[config.mk]
export PLATFORM = sky130hd
export DESIGN_NAME = pipelined_adder
export DESIGN_NICKNAME = d
export VERILOG_FILES = /design/src/rtl/pipelined_adder.sv
export SDC_FILE = /design/constraint.sdc
export NUM_CORES = 1
export LEC_CHECK = 0
export BUFFER_PORTS_ARGS = -buffer_cell sky130_fd_sc_hd__buf_2
export CAP_MARGIN = 20
export CORE_ASPECT_RATIO = 0.9
export CORE_UTILIZATION = 23
export DETAILED_ROUTE_END_ITERATION = 6
export HOLD_SLACK_MARGIN = 0.05
export PLACE_DENSITY = 0.37
export SLEW_MARGIN = 30
export SYNTH_ARGS = -nofsm -noshare
export SYNTH_HDL_FRONTEND = slang
export SYNTH_SLANG_ARGS = --single-unit
[constraint.sdc]
create_clock -name clk -period 2.64 [get_ports clk]
set_input_delay 0.528 -clock clk [delete_from_list [all_inputs] [get_ports clk]]
set_output_delay 0.528 -clock clk [all_outputs]
set_load 0.005 [all_outputs]
[src/rtl/pipelined_adder.sv]
// Pipelined WIDTH-bit add/subtract unit: the carry chain is cut into STAGES slices,
// one register stage per slice, with valid/ready flow control on both sides.
module pipelined_adder #(
    parameter int WIDTH  = 16,
    parameter int STAGES = 4
) (
    input  logic             clk,
    input  logic             rst_n,
    input  logic             in_valid,
    output logic             in_ready,
    input  logic [WIDTH-1:0] a_in,
    input  logic [WIDTH-1:0] b_in,
    input  logic             c_in,
    input  logic             sub_in,
    output logic             out_valid,
    input  logic             out_ready,
    output logic [WIDTH-1:0] sum_out,
    output logic             carry_out,
    output logic             overflow_out
);

    localparam int SW = WIDTH / STAGES;

    logic             advance;
    logic [STAGES-1:0] valid_q, carry_q;
    logic [WIDTH-1:0] a_q   [STAGES];
    logic [WIDTH-1:0] b_q   [STAGES];
    logic [WIDTH-1:0] res_q [STAGES];
    logic             ovf_q;

    logic [STAGES-1:0] valid_src, cin_src, cout_nxt;
    logic [WIDTH-1:0] a_src   [STAGES];
    logic [WIDTH-1:0] b_src   [STAGES];
    logic [WIDTH-1:0] res_src [STAGES];
    logic [WIDTH-1:0] a_nxt   [STAGES];
    logic [WIDTH-1:0] b_nxt   [STAGES];
    logic [WIDTH-1:0] res_nxt [STAGES];
    logic [SW:0]      slice_sum [STAGES];
    logic             msb_cin, ovf_nxt;

    assign advance  = !out_valid || out_ready;
    assign in_ready = advance;

    // Operand skew registers are kept right-aligned: each stage consumes the low SW
    // bits and shifts the remainder down, so the next slice is always at [SW-1:0].
    always_comb begin
        valid_src[0] = in_valid;
        a_src[0]     = a_in;
        b_src[0]     = sub_in ? ~b_in : b_in;
        cin_src[0]   = sub_in ? ~c_in : c_in;
        res_src[0]   = '0;
        for (int k = 1; k < STAGES; k++) begin
            valid_src[k] = valid_q[k-1];
            a_src[k]     = a_q[k-1];
            b_src[k]     = b_q[k-1];
            cin_src[k]   = carry_q[k-1];
            res_src[k]   = res_q[k-1];
        end
        for (int k = 0; k < STAGES; k++) begin
            slice_sum[k] = {1'b0, a_src[k][SW-1:0]} + {1'b0, b_src[k][SW-1:0]}
                         + {{SW{1'b0}}, cin_src[k]};
            cout_nxt[k]  = slice_sum[k][SW];
            a_nxt[k]     = a_src[k] >> SW;
            b_nxt[k]     = b_src[k] >> SW;
            res_nxt[k]   = res_src[k];
            res_nxt[k][k*SW +: SW] = slice_sum[k][SW-1:0];
        end
        // Carry into the MSB is recovered from the MSB's own sum bit and operands.
        msb_cin = a_src[STAGES-1][SW-1] ^ b_src[STAGES-1][SW-1]
                ^ slice_sum[STAGES-1][SW-1];
        ovf_nxt = msb_cin ^ cout_nxt[STAGES-1];
    end

    // NOTE: sequential state uses non-blocking assignments so every stage samples its
    // predecessor's pre-edge value; blocking here would collapse the pipeline.
    always_ff @(posedge clk or negedge rst_n) begin
        if (!rst_n) begin
            // NOTE: data registers are cleared too, not just valid bits, because the
            // outputs must read as zero during and right after reset.
            valid_q <= '0;
            carry_q <= '0;
            ovf_q   <= 1'b0;
            for (int k = 0; k < STAGES; k++) begin
                a_q[k]   <= '0;
                b_q[k]   <= '0;
                res_q[k] <= '0;
            end
        end else if (advance) begin
            valid_q <= valid_src;
            carry_q <= cout_nxt;
            ovf_q   <= ovf_nxt;
            for (int k = 0; k < STAGES; k++) begin
                a_q[k]   <= a_nxt[k];
                b_q[k]   <= b_nxt[k];
                res_q[k] <= res_nxt[k];
            end
        end
    end

    assign out_valid    = valid_q[STAGES-1];
    assign sum_out      = res_q[STAGES-1];
    assign carry_out    = carry_q[STAGES-1];
    assign overflow_out = ovf_q;

endmodule

======== After elaboration in Yosys (flattened, before gate mapping) ========
Index checks and enable logic that the tools add are counted.
word-level totals
  flip-flop bits (word level) ............. 97
  output and inout port bits .............. 20
  logic and storage cells ................. 30
cells by class
  reductions and logical operators ........ 2
  add/sub/neg operators ................... 8
  bitwise logic cells ..................... 5
  mux-type cells .......................... 2
operators with widths
  operator          count
  $add 4x4->5       4
  $add 5x1->5       4
  $mux 16           1
  $not 16->16       1
  $xor 1x1->1       3
  $logic_not 1->1   1
  $logic_or 1x1->1  1
  $mux 1            1
  $not 1->1         1

======== Logic depth before layout (Yosys ltp) ========
  depth after elaboration ................. 4
  mapped depth ............................ 8

======== Least setup slack after synthesis ========
OpenSTA, ideal clock, no wires.
  kind .................................... input-to-reg
  from .................................... input sub_in
  to ...................................... register carry_q[0]
  setup time .............................. 0.127 ns
  stages on the path ...................... 8
  arrival ................................. 2.198 ns
  required time ........................... 2.513 ns
  path buffers ............................ 2
  setup slack ............................. 0.315 ns
  path through ............................ buf_4 buf_6 xor2_1 fa_1 fa_1 a21o_1 a21oi_1 a21oi_1
between the ends
  cells in the longest elaborated chain, start to end .. 3
  elaborated cells on any way between the ends .. 4
ends and longest elaborated chain
  what                    RTL line  text
  start: declaration      14        input logic sub_in,
  $mux 16                 49        b_src[0] = sub_in ? ~b_in : b_in;
  $add 4x4->5             60        slice_sum[k] = {1'b0, a_src[k][SW-1:0]} + {1'b0, b_src[k][SW-1:0]}
  $add 5x1->5 (*)         61        + {{SW{1'b0}}, cin_src[k]};
  end signal: assignment  90        carry_q <= cout_nxt;
  end: declaration        25        logic [STAGES-1:0] valid_q, carry_q;
Every way passes the cells marked *; elsewhere a longest branch is shown, timed or not.
A chain may end at the register's enable or synchronous reset.

======== Worst setup path in the final report ========
  from .................................... register carry_q[2]
  to ...................................... register ovf_q (netlist: overflow_out)
between the ends
  cells in the longest elaborated chain, start to end .. 3
ends and longest elaborated chain
  what                    RTL line  text
  $add 5x1->5 (*)         61
  $xor 1x1->1             70        ^ slice_sum[STAGES-1][SW-1];
  $xor 1x1->1 (*)         71        ovf_nxt = msb_cin ^ cout_nxt[STAGES-1];
  end signal: assignment  91        ovf_q <= ovf_nxt;
  end: declaration        29        logic ovf_q;
Marked as above.

==> key figures <==
Global routing
  • Largest net degree at the start of global routing: 86
  • Vias in the first global route: 3,010
  • First-pass GRT wire length: 15.9 mm
  • Congestion Overflow GR: 0
  • Total Routing Usage GR: 0.105
  • Initial antenna violation count: 1

Placed design
  • DP Worst Slack: 358 ps
  • DP Wirelength: 6.02 mm
  • Routability-driven placement congestion ratio: 0.738
  • I/O Buffers: 57

Setup path
  • Reg2Reg Depth: 6
  • Data required time of the worst path: 2850 ps
  • Critical R2R Capture: overflow_out$_DFFE_PN0P_
  • Startpoint types: flop
  • RR Startpoint: carry_q[2]$_DFFE_PN0P_
  • Crit path max fanout: 2
  • WP data arrival: 2210 ps
  • Worst setup path class: reg2reg
  • R2R setup slack: 640 ps
  • CP endpoint kind: flop

Detailed routing
  • Via count: 2,935
  • Final ANT Viol Nets: 0
  • DRT Pass-1 Iters: 4
  • Avg WL per Cell: 12.1 um
  • Vias per cell: 3.92
  • Residual DRC: 0
  • DRT iter0 DRCs: 134
  • Wirelength, routed: 9.06 mm

Yosys
  • Seq/Total Area, Yosys: 0.567
  • Syn Std Cell Area: 0.00428 mm^2
  • Synthesized area per cell: 9.51 um^2
  • Synth area leader: dfrtp_1
  • Synth Net Count: 508
  • Synth Instances: 450
  • Synth top area share: 0.567
  • Post-synth cell types: 21
  • Synth warn: 0
  • Synthesized flop and latch total: 97
  • Top post-synthesis cells by area: dfrtp_1, nand2_1, fa_1

Pwr
  • Sw Share: 0.345
  • Pint: 3.84 mW
  • Max VDD drop: 0.353 mV
  • Clock network fraction of total power: 0.241
  • Reg power frac: 0.429
  • Psw: 2.03 mW
  • Comb power frac: 0.330
  • Power Density: 1140 mW/mm^2
  • LEAKAGE: 2.61 nW

Floorplan
  • # rows: 46
  • Die Area: 0.0192 mm^2
  • Die height: 131 um
  • Initial Util: 0.239
  • Die width: 146 um
  • Core area: 0.0179 mm^2
  • I/O pin count: 58

Clocking
  • Root Driver: clkbuf_16
  • CTS sink cnt: 97
  • TritonCTS clock tree: yes
  • Hold Buf Count CTS: 1
  • Setup Buffers After CTS: 0
  • Clk_lat worst skew: 340 ps
  • Reg clk slew, reported paths: 70 ps
  • Post-cts resize count: 0
  • CTS Buffer Depth: 2
  • TritonCTS Buffers: 9
  • H-Tree Depth: 3

Hold path
  • Hold EP: a_nxt[33]$_DFFE_PN0P_
  • Hold Path Stages: 3
  • Hold Path Class: in2reg
  • Hold_sp: a_in[9]

Timing
  • Max-slew violation count: 0
  • Ratio of final minimum period to clock period: 0.756
  • Setup TNS: 0 ps
  • Finish-stage setup viols: 0
  • Crit path time final: 2000 ps
  • Final Hold Fails: 0
  • Measured slew at the worst slew-check pin: 445 ps
  • Slew headroom: 0.703
  • Hold Slack: 383 ps
  • Final setup margin: 644 ps
  • Peak Freq: 501 MHz
  • Clock skew: 6.05 ps
  • RSZ-0062 raised after global routing: no

Outcome
  • Status: finished, final reports clean

Layout
  • Commonest non-fill, non-tap cell in the layout: nand2_1
  • Area Overhead vs Synth: 19.8%
  • Most frequent cells in the layout: nand2_1, dfrtp_1, buf_2
  • Layout cell share with drive strength beyond 1: 0.162
  • Final #Nets: 560

Flow run
  • Max_cap viols: 0
==> synth_stat cells <==
master    number
o21ai_1        2
buf_6          7
nand2b_1       1
dfrtp_1       97
a21o_1         7
o21ai_0       22
ha_1          12
inv_2          1
nand2_1      226
xor2_1         9
nor2b_2        1
xnor2_1       16
buf_4          3
nor2b_1        1
a21oi_1       11
clkbuf_1       3
buf_2         10
inv_1          4
fa_1           8
nor2_1         7
a21oi_2        2
==> registers in the layout, indices dropped and copies added (netlist names) <==
signal,cells
a_nxt,12
a_q,12
b_nxt,12
b_q,12
carry_q,4
overflow_out,1
res_nxt,24
sum_out,16
valid_q,4
==> worst max-delay path, cell delays in order (launching register included) <==
cell     delay (ps)
dfrtp_1         400
fa_1            480
fa_1            430
a21o_1          190
a21oi_2         170
xnor2_1         130
o21ai_1          70
==> area by class of cell <==
type                            count  area [um^2]
Antenna cell                        1         2.50
Clock buffer                       11          243
Clock inverter                      5         78.8
Fill cell                        1925        12800
Inverter                            5         18.8
Multi-Input combinational cell    325         1680
Sequential cell                    97         2430
Tap cell                          240          300
Timing Repair Buffer               64          380
==> routing by layer <==
metal / up-vias / share of wire / GRT usage
met4: 0 / 0.022 / 0.0509
met1: 1374 / 0.54 / 0.153
met2: 44 / 0.41 / 0.143
li1: 1503 / - / -
met3: 14 / 0.035 / 0.0229
met5: - / 0 / 0
==> kinds of logic (layout without fill, tap and decap cells) <==
family	after synthesis	count (layout)	synth area share
flip-flops	97	97	0.567
other	0	1	0
XOR/XNOR	25	25	0.0512
AND/OR/NAND/NOR	236	236	0.209
AO/OA/AOI/OAI	44	44	0.0573
adder cells (fa/ha/maj)	20	20	0.0725
buffers and inverters	28	85	0.0424
==> through the flow <==
stage               instance area, um^2   util  cells  power (mW)
finish                             5130  0.286    748        5.86
global route                       5120  0.286    747        6.45
CTS                                5120  0.286    747        6.00
detailed placement                 4790  0.268    730        4.55
global placement                   4790  0.268    730        4.50
floorplan                          4280      -    450        3.90
==> worst max path at each step <==
stage                                       from                  endpoint  slack (ps)  cells past startpoint
final                     carry_q[2]$_DFFE_PN0P_  overflow_out$_DFFE_PN0P_         640                      6
after global routing      carry_q[2]$_DFFE_PN0P_  overflow_out$_DFFE_PN0P_         550                      6
after CTS                 carry_q[2]$_DFFE_PN0P_  overflow_out$_DFFE_PN0P_         630                      6
after detailed placement                  sub_in   res_nxt[35]$_DFFE_PN0P_         360                      8
after global placement                    sub_in    carry_q[0]$_DFFE_PN0P_         400                      7
after floorplan                           sub_in    carry_q[0]$_DFFE_PN0P_         320                      8
==> power by group through the flow <==
stage / clock, mW / combinational (mW) / sequential [mW]
floorplan: 0 / 1.42 / 2.48
global placement: 0 / 1.96 / 2.54
detailed placement: 0 / 1.99 / 2.56
CTS: 1.47 / 2.00 / 2.53
global route: 1.53 / 2.30 / 2.62
finish: 1.41 / 1.94 / 2.52
(Power assumes the default switching activity.)
